[config.mk]
export PLATFORM = sky130hd
export DESIGN_NAME = vga_timing_gen
export DESIGN_NICKNAME = d
export VERILOG_FILES = /design/src/rtl/vga_pkg.sv /design/src/rtl/vga_axis_cnt.sv /design/src/rtl/vga_timing_gen.sv
export SDC_FILE = /design/constraint.sdc
export NUM_CORES = 1
export LEC_CHECK = 0
export CAP_MARGIN = 20
export CORE_MARGIN = 2
export CORE_UTILIZATION = 34
export CTS_BUF_LIST = sky130_fd_sc_hd__clkbuf_8
export DETAILED_ROUTE_END_ITERATION = 7
export GPL_TIMING_DRIVEN = 0
export PLACE_DENSITY = 0.54
export SLEW_MARGIN = 20
export SYNTH_ARGS = -nofsm -noshare
export SYNTH_HDL_FRONTEND = slang
export SYNTH_HIERARCHICAL = 1
export SYNTH_SLANG_ARGS = --single-unit
[constraint.sdc]
create_clock -name clk -period 5.6 [get_ports clk]
set_input_delay 0.56 -clock clk [delete_from_list [all_inputs] [get_ports clk]]
set_output_delay 0.56 -clock clk [all_outputs]
set_load 0.02 [all_outputs]
[src/rtl/vga_pkg.sv]
// -----------------------------------------------------------------------------
// vga_pkg
//   Shared timing types and the video mode table for vga_timing_gen.
//
//   Contents:
//     vga_timing_t   : one mode's horizontal and vertical timing. Each value is
//                      a count of pixel-clock strobes or lines, measured from
//                      the first visible pixel or line.
//     H_* / V_*      : the 1024x768 constants. The table reuses them as mode 0.
//     VGA_NUM_MODES  : number of entries in VGA_MODES.
//     VGA_MODES      : the mode table, indexed by mode number.
// -----------------------------------------------------------------------------
package vga_pkg;

    // Timing values are stored 16 bits wide. Each consumer narrows them to its
    // own counter width.
    typedef struct packed {
        logic [15:0] h_total;
        logic [15:0] h_blank_start;
        logic [15:0] h_sync_start;
        logic [15:0] h_sync_end;
        logic [15:0] v_total;
        logic [15:0] v_blank_start;
        logic [15:0] v_sync_start;
        logic [15:0] v_sync_end;
    } vga_timing_t;

    // 1024x768 timing constants, used for mode 0.
    localparam int unsigned H_TOTAL       = 1344;
    localparam int unsigned H_BLANK_START = 1024;
    localparam int unsigned H_SYNC_START  = 1048;
    localparam int unsigned H_SYNC_END    = 1184;
    localparam int unsigned V_TOTAL       = 806;
    localparam int unsigned V_BLANK_START = 768;
    localparam int unsigned V_SYNC_START  = 771;
    localparam int unsigned V_SYNC_END    = 777;

    localparam int VGA_NUM_MODES = 3;

    localparam vga_timing_t VGA_MODES [VGA_NUM_MODES] = '{
        // Mode 0: 1024x768
        '{16'(H_TOTAL), 16'(H_BLANK_START), 16'(H_SYNC_START), 16'(H_SYNC_END),
          16'(V_TOTAL), 16'(V_BLANK_START), 16'(V_SYNC_START), 16'(V_SYNC_END)},
        // Mode 1: 800x600
        '{16'd1056, 16'd800, 16'd840, 16'd968,
          16'd628,  16'd600, 16'd601, 16'd605},
        // Mode 2: 640x480
        '{16'd800,  16'd640, 16'd656, 16'd752,
          16'd525,  16'd480, 16'd490, 16'd492}
    };

endpackage : vga_pkg

[src/rtl/vga_axis_cnt.sv]
// -----------------------------------------------------------------------------
// vga_axis_cnt
//   One timing axis (horizontal or vertical) of the VGA generator. It holds a
//   wrapping counter and the registered blank and sync flags for that counter
//   value. The top instantiates this module once per axis.
//
//   Ports:
//     clk, rst_n   : clock, asynchronous active-low reset
//     total        : counts per period. The counter wraps after total-1.
//     blank_start  : first blanked count value
//     sync_start   : first count value with sync asserted
//     sync_end     : first count value after sync ends (exclusive)
//     step         : advance the counter this cycle
//     count        : current count value
//     blnk         : count >= blank_start, registered with count
//     sync         : sync_start <= count < sync_end, registered with count
//     wrap         : combinational. High when this step takes count from
//                    total-1 back to 0.
// -----------------------------------------------------------------------------
module vga_axis_cnt #(
    parameter int CW = 11
) (
    input  logic          clk,
    input  logic          rst_n,
    input  logic [CW-1:0] total,
    input  logic [CW-1:0] blank_start,
    input  logic [CW-1:0] sync_start,
    input  logic [CW-1:0] sync_end,
    input  logic          step,
    output logic [CW-1:0] count,
    output logic          blnk,
    output logic          sync,
    output logic          wrap
);

    logic [CW-1:0] count_q, count_d;
    logic          blnk_q,  blnk_d;
    logic          sync_q,  sync_d;

    // The flags are computed from the next count value, so they update on the
    // same edge as the counter. Each flag then describes the count it is shown
    // with, and no cycle of lag appears on the outputs.
    always_comb begin
        // NOTE: every signal gets its hold value first. This keeps the block
        // free of inferred latches when step is low.
        count_d = count_q;
        blnk_d  = blnk_q;
        sync_d  = sync_q;
        wrap    = step && (count_q == total - CW'(1));

        if (step) begin
            count_d = wrap ? '0 : count_q + CW'(1);
            blnk_d  = (count_d >= blank_start);
            sync_d  = (count_d >= sync_start) && (count_d < sync_end);
        end
    end

    // NOTE: sequential state uses non-blocking assignments only. All registers
    // here are plain flops, so every one of them gets an async reset value.
    always_ff @(posedge clk or negedge rst_n) begin
        if (!rst_n) begin
            count_q <= '0;
            blnk_q  <= 1'b0;
            sync_q  <= 1'b0;
        end else begin
            count_q <= count_d;
            blnk_q  <= blnk_d;
            sync_q  <= sync_d;
        end
    end

    assign count = count_q;
    assign blnk  = blnk_q;
    assign sync  = sync_q;

endmodule : vga_axis_cnt

[src/rtl/vga_timing_gen.sv]
// -----------------------------------------------------------------------------
// vga_timing_gen
//   A multi-mode VGA timing generator. It produces the pixel and line
//   counters, active-high sync pulses, blanking flags and a start-of-frame
//   strobe. A requested mode is latched into a pending register and becomes
//   active only at a frame boundary, so no frame is ever cut short or
//   stretched.
//
//   Parameters:
//     CW           : counter width. It must hold every mode's total minus 1.
//     NUM_MODES    : number of entries in MODE_TABLE
//     DEFAULT_MODE : mode index loaded on reset
//     MODE_TABLE   : the timing table. The default is vga_pkg::VGA_MODES.
//
//   Ports:
//     clk          : pixel clock
//     rst_n        : asynchronous active-low reset
//     en           : pixel strobe. State advances only when en=1.
//     mode_sel     : requested mode index. Values >= NUM_MODES are ignored.
//     hcount       : current pixel column
//     vcount       : current line
//     hsync/vsync  : sync pulses, active high
//     hblnk/vblnk  : blanking flags
//     frame_start  : high for the one enabled cycle that shows (0,0) after a
//                    frame wrap
//     mode_active  : mode index currently driving the counters
// -----------------------------------------------------------------------------
module vga_timing_gen
    import vga_pkg::*;
#(
    parameter int          CW           = 11,
    parameter int          NUM_MODES    = 3,
    parameter int          DEFAULT_MODE = 0,
    parameter vga_timing_t MODE_TABLE [NUM_MODES] = VGA_MODES
) (
    input  logic          clk,
    input  logic          rst_n,
    input  logic          en,
    input  logic [1:0]    mode_sel,
    output logic [CW-1:0] hcount,
    output logic [CW-1:0] vcount,
    output logic          hsync,
    output logic          vsync,
    output logic          hblnk,
    output logic          vblnk,
    output logic          frame_start,
    output logic [1:0]    mode_active
);

    localparam logic [1:0] RST_MODE = 2'(DEFAULT_MODE);

    // Mode control state
    logic [1:0]  mode_q, mode_d;   // active mode
    logic [1:0]  pend_q, pend_d;   // last valid request seen this frame
    logic        fs_q,   fs_d;     // a frame wrap has happened and no enabled cycle has consumed it yet

    logic        h_wrap, v_wrap;
    logic        sel_valid;
    vga_timing_t cur;

    // Timing of the active mode. The mode changes only on the edge that
    // returns both counters to 0. No valid mode is blanked or in sync at count
    // 0, so flags computed on that edge from the outgoing mode's values are
    // already correct for the incoming mode.
    assign cur = MODE_TABLE[mode_q];

    vga_axis_cnt #(.CW(CW)) u_h_cnt (
        .clk         (clk),
        .rst_n       (rst_n),
        .total       (CW'(cur.h_total)),
        .blank_start (CW'(cur.h_blank_start)),
        .sync_start  (CW'(cur.h_sync_start)),
        .sync_end    (CW'(cur.h_sync_end)),
        .step        (en),
        .count       (hcount),
        .blnk        (hblnk),
        .sync        (hsync),
        .wrap        (h_wrap)
    );

    // The vertical axis steps once per line, on the horizontal wrap.
    vga_axis_cnt #(.CW(CW)) u_v_cnt (
        .clk         (clk),
        .rst_n       (rst_n),
        .total       (CW'(cur.v_total)),
        .blank_start (CW'(cur.v_blank_start)),
        .sync_start  (CW'(cur.v_sync_start)),
        .sync_end    (CW'(cur.v_sync_end)),
        .step        (h_wrap),
        .count       (vcount),
        .blnk        (vblnk),
        .sync        (vsync),
        .wrap        (v_wrap)
    );

    assign sel_valid = (32'(mode_sel) < NUM_MODES);

    always_comb begin
        pend_d = pend_q;
        mode_d = mode_q;
        fs_d   = fs_q;

        // Out-of-range requests leave the pending mode unchanged, so the last
        // valid request in a frame wins.
        if (en && sel_valid) begin
            pend_d = mode_sel;
        end

        // On the wrap edge, the mode takes the value pending before this
        // cycle. A request sampled on the wrap cycle itself stays pending
        // until the next wrap. A request equal to the active mode reloads the
        // same value and has no effect.
        if (v_wrap) begin
            mode_d = pend_q;
        end

        // Set on the wrap edge. Cleared by the next enabled edge, which also
        // moves the counters off (0,0).
        if (en) begin
            fs_d = v_wrap;
        end
    end

    always_ff @(posedge clk or negedge rst_n) begin
        if (!rst_n) begin
            mode_q <= RST_MODE;
            pend_q <= RST_MODE;
            fs_q   <= 1'b0;
        end else begin
            mode_q <= mode_d;
            pend_q <= pend_d;
            fs_q   <= fs_d;
        end
    end

    // frame_start is gated by en, so it reads 0 on stalled cycles and marks
    // exactly one enabled cycle at (0,0). fs_q resets low, so no pulse appears
    // when reset is released.
    assign frame_start = fs_q & en;
    assign mode_active = mode_q;

endmodule : vga_timing_gen

Yosys cells after proc, flatten, opt, wreduce, memory -nomap -nowiden
Index checks and enable logic that the tools add are counted.

word-level totals
  bits in writable memories = 0
  bits of input ports = 5
  ROM bits = 0
  latch bits = 0
  memories = 0
  register bits after elaboration = 31

cells by class
  order comparisons = 8
  reduce and logical (&&, ||, !) cells = 5
  shift operators = 0
  divide/modulo/power cells = 0
  $mul = 0
  muxes and demuxes = 5
  $add $sub $neg = 4
  eq/ne operators = 2
  bitwise operators = 2

operators with widths
  kind                     number
  $bmux W128 S2            1
  $mux W123                2
  $ge A11 B11 Y1           4
  $add A11 B1 Y11 const B  2
  $eq A11 B11 Y1           2
  $lt A11 B11 Y1           2
  $mux W11                 2
  $sub A11 B1 Y11 const B  2
  $logic_and A1 B1 Y1      5
  $ge A3 B3 Y1 const B     1
  $not A2 Y3               1
  $lt A2 B2 Y1 const B     1
  $and A1 B1 Y1            1

Logic depth before layout (Yosys ltp)
  depth after elaboration = 11
  depth in mapped cells = 24
  mapped depth without buffers = 21

Cells and area by module
Netlist, hierarchy kept.

modules (own cells, without submodules)
  module                  cells each  sequential area each (um^2)  instances  area an instance (um^2)
  vga_axis_cnt (u_h_cnt)  268         325.3                        1          2044.5
  vga_axis_cnt (u_v_cnt)  257         325.3                        1          1989.4
  vga_timing_gen          25          125.1                        1          269.0

Worst setup path after synthesis
OpenSTA, ideal clock, no wires.

  kind = flip-flop to flip-flop
  from = reg mode_q[1] (netlist: mode_active[1])
  to = reg u_v_cnt.sync_q (netlist: u_v_cnt/sync)
  library setup time = 0.088 ns
  required time = 5.512 ns
  arrival time = 4.971 ns
  stages on the path, launching flop included = 24
  period minus slack after synthesis = 5.060 ns
  setup slack = 0.540 ns
  path buffers = 2
  cell sequence = dfrtp_1 -> inv_1 -> ha_1 -> or3_1 -> or3_1 -> a211oi_2 -> a211oi_2 -> or3_4 -> clkinv_2 -> inv_1 -> a211oi_1 -> o2111ai_1 -> a2111oi_4 -> buf_6 -> buf_4 -> nor2_1 -> ha_1 -> a21oi_1 -> nor2b_1 -> o21ai_0 -> nand2b_1 -> a211oi_1 -> o21ai_0 -> nor3b_1

RTL lines
  item                    RTL line               text
  start, declared         vga_timing_gen.sv:53   logic [1:0] mode_q, mode_d;
  start signal, assigned  vga_timing_gen.sv:130  mode_q <= mode_d;
  end signal, assigned    vga_axis_cnt.sv:68     sync_q <= sync_d;
  end, declared           vga_axis_cnt.sv:38     logic sync_q, sync_d;

==> results.yml <==
setup_path:
  path_class: "reg2reg"
  end_kind: "register"
  ff2ff_path_depth: 23
  critical_path.max_stage_delay_ps: 430
  r2r-start: "mode_active[1]"
  slowest_stage: "dfrtp_2"
  path_buf_inv: 5
  cp_top_family: "compound AO/OA/AOI/OAI gates"
  path_common_cell: "a211oi_2"
  reg2reg_to: "u_v_cnt/sync"
  cp-start-kind: "register"
  critical_path.max_fanout: 14
  arrival_ps: 5440
  path_cells: "clkinvlp_4, ha_4, or3_1, or3_1, a211oi_2, a211oi_2, or3_4, clkinv_2, inv_1, a211oi_2, o2111ai_2, a2111oi_4, buf_4, buf_4, nor2b_1, ha_1, nor2b_1, o21a_1, o21ai_0, nand2b_1, a211oi_1, o31ai_1, nor3b_1"
  r2r_slack_ps: 330
  crit_required_ps: 5770
  cp_num_cells: 23
cells_and_area:
  seq_area_um2: 777.0
  multiInputGateArea_um2: 3383
  syn_to_final_growth_pct: 21.43
  fill_cells: 1289
  fin_nets: 728
  finalNonFillerCells: 824
  antenna_cells: 0
  final_layout_size_suffix_gt1_share_pct: 6.442
sta:
  finalHoldViolations: 0
  setup_viol: 0
  worst_slack_ps: 332.0
  rsz0062_at_grt: "no"
  fin_crit_sh_pct: 94.07
  finalClockSkew_ps: 10.58
  final_max_slew_viol_count: 0
  maxSlewHeadroom_pct: 49.65
  worstMarginPinSlew_ps: 755.2
  fmax_mhz: 189.8
  finalCriticalPeriod_ps: 5268
placed_design:
  place.detailed.instances: 813
  hpwl_um: 8645
  gp_congestion: 0.8244
  pre_cts_slack_ps: -417.1
  port_buffers: 33
global_routing:
  track_usage_pct: 17.31
  antenna_found_initial: 0
  grt_start_max_net_pins: 29
  grt_overflow_total: 0
  grt_pass1_wl_um: 18840
  grt_pass1_vias: 3927
route:
  routedWlPerCell_um: 13.55
  met3_length_um: 468
  met1_length_um: 5179
  wl_met2_um: 5447
  drtIter0Drc: 222
  viasPerCell: 4.964
  drc: 0
  drt.antenna.violating_nets: 0
  wl_um: 11170
  firstDrtPassIters: 4
  highest_layer: "met4"
  vias: 4090
clocking:
  hold_buffers: 0
  clk_pin_slew_ps: 80
  cts_tree: "yes"
  cts.sinks: 31
  htreeDepth: 2
  clk_latency_ps: 290
  cts-root-buf: "clkbuf_8"
  numCtsBuffers: 5
  max-clock-path-buffers: 2
yosys:
  yosys_register_bits: 31
  seq_area_frac_synth_pct: 18.03
  yosys-top-cells-count: "inv_1 (81), ha_1 (72), nor2_1 (43), dfrtp_1 (31), o21ai_0 (29)"
  syn-cell-area_um2: 4303
  synth-main-ff-cell: "dfrtp_1"
  synth_most_common_cell: "inv_1"
  synthCells: 550
  synth_edf_count: 0
  yosysTopAreaCell: "ha_1"
  yosysTopAreaCellShare_pct: 20.94
  ys_warn_count: 6
  avgSynthCellArea_um2: 7.823
  synth.distinct_cells: 67
  async_flop_share_pct: 100.0
  synth_area_leaders: "ha_1 (21%), dfrtp_1 (18%), inv_1 (7.1%)"
power_and_ir_drop:
  ir_drop_v: 0.0001259
  power_density_nw_per_um2: 184.6
  p_leak_uw: 0.002239
floorplanning:
  die_w_um: 116.5
  row_count: 41
  die_y_um: 116.5
  start_util_pct: 34.52
  io_pins: 34
  die_area_um2: 13570
  core_area_um2: 12470
worst_hold_path:
  hp-class: "in2async"
run:
  drv_cap: 0
outcome:
  outcome: "finished, final reports clean"
[metrics by stage]
stage	TNS, ps	util (%)	total power, µW	hold slack, ps	instance area (µm²)
2_1_floorplan	0	-	626.8	264.4	4517
3_3_place_gp	-656.7	40.61	770.3	467.1	5062
3_5_place_dp	-652.9	40.73	788.6	385.3	5077
4_1_cts	0	41.51	971.5	65.49	5175
5_1_grt	0	41.92	1046	64.78	5225
6_report	0	41.92	964.3	68.17	5225
[layout by cell type (no fill, tap or decap), types with 3 or more instances in the layout]
master,instances
a2111oi_0,3
a211o_1,4
a211oi_1,8
a211oi_2,3
a21o_1,12
a21oi_1,19
a22o_1,6
a31oi_1,5
and2_1,3
and3_1,7
buf_4,5
clkbuf_1,14
clkbuf_8,5
clkdlybuf4s50_1,32
conb_1,58
dfrtp_1,30
ha_1,70
inv_1,81
mux2_2,5
mux2i_1,3
nand2_1,20
nand2b_1,7
nand3_1,23
nand4_1,9
nor2_1,43
nor2b_1,11
nor3_1,20
nor4_1,10
o211ai_1,3
o21a_1,5
o21ai_0,29
o21ai_1,3
o2bb2ai_1,3
o31ai_1,3
or2_2,3
or3_1,4
xnor2_1,21
xor2_1,18
[timing repair]
item | 4_1_cts | 5_1_grt
gates resized for setup | 3 | 7
endpoints found under the setup margin | 2 | 2
pin swaps | 0 | 1
setup buffers | 1 | 3
[sequential cells by signal, summed over array words and instances (netlist names)]
signal / count
fs_q: 1
mode_active: 2
pend_q: 2
u_h_cnt/blnk: 1
u_h_cnt/count: 11
u_h_cnt/sync: 1
u_v_cnt/blnk: 1
u_v_cnt/count: 11
u_v_cnt/sync: 1
[where the power goes]
part	internal, µW	switching [µW]	leakage [µW]	total (µW)
logic	227	271	0.00180	498
registers	253	35.4	0.000388	288
clock network	83.7	94.5	0.0000505	178
[layout make-up]
| cell class | count | share of cell area [%] |
|---|---|---|
| clock buffers | 5 | 1.317 |
| plain buffers | 18 | 1.533 |
| inverters | 82 | 5.987 |
| flip-flops and latches | 31 | 14.87 |
| multi-input cells | 475 | 64.75 |
| clock inverters | 3 | 0.2395 |
| repair buffers | 38 | 7.184 |
| well taps | 172 | 4.119 |
[metal layers]
layer / up-vias / track usage, %
li1: 2084 / -
met1: 1911 / 22.51
met2: 86 / 31.01
met3: 9 / 2.439
met4: 0 / 2.778
met5: - / 0
[how the worst max path moves through the flow]
stage | from | to | slack, ps
after floorplan | mode_active[1] | u_v_cnt/sync | 540
after global placement | mode_active[1] | u_v_cnt/sync | -440
after detailed placement | mode_active[1] | u_v_cnt/sync | -420
after CTS | mode_active[1] | u_v_cnt/sync | 80
after global routing | mode_active[1] | u_v_cnt/sync | 70
final | mode_active[1] | u_v_cnt/sync | 330
[cells by family after synthesis]
logic type               Yosys count  share of synthesized area [%]
AO/OA/AOI/OAI                    120                          19.42
XOR/XNOR                          39                          7.938
adder cells (fa/ha/maj)           72                          20.94
buffers and inverters            101                          9.217
flip-flops                        31                          18.03
multiplexers                       9                          2.268
other                              1                        0.08715
AND/OR/NAND/NOR                  177                          22.10
No activity file was read; power rests on OpenSTA's default activity.
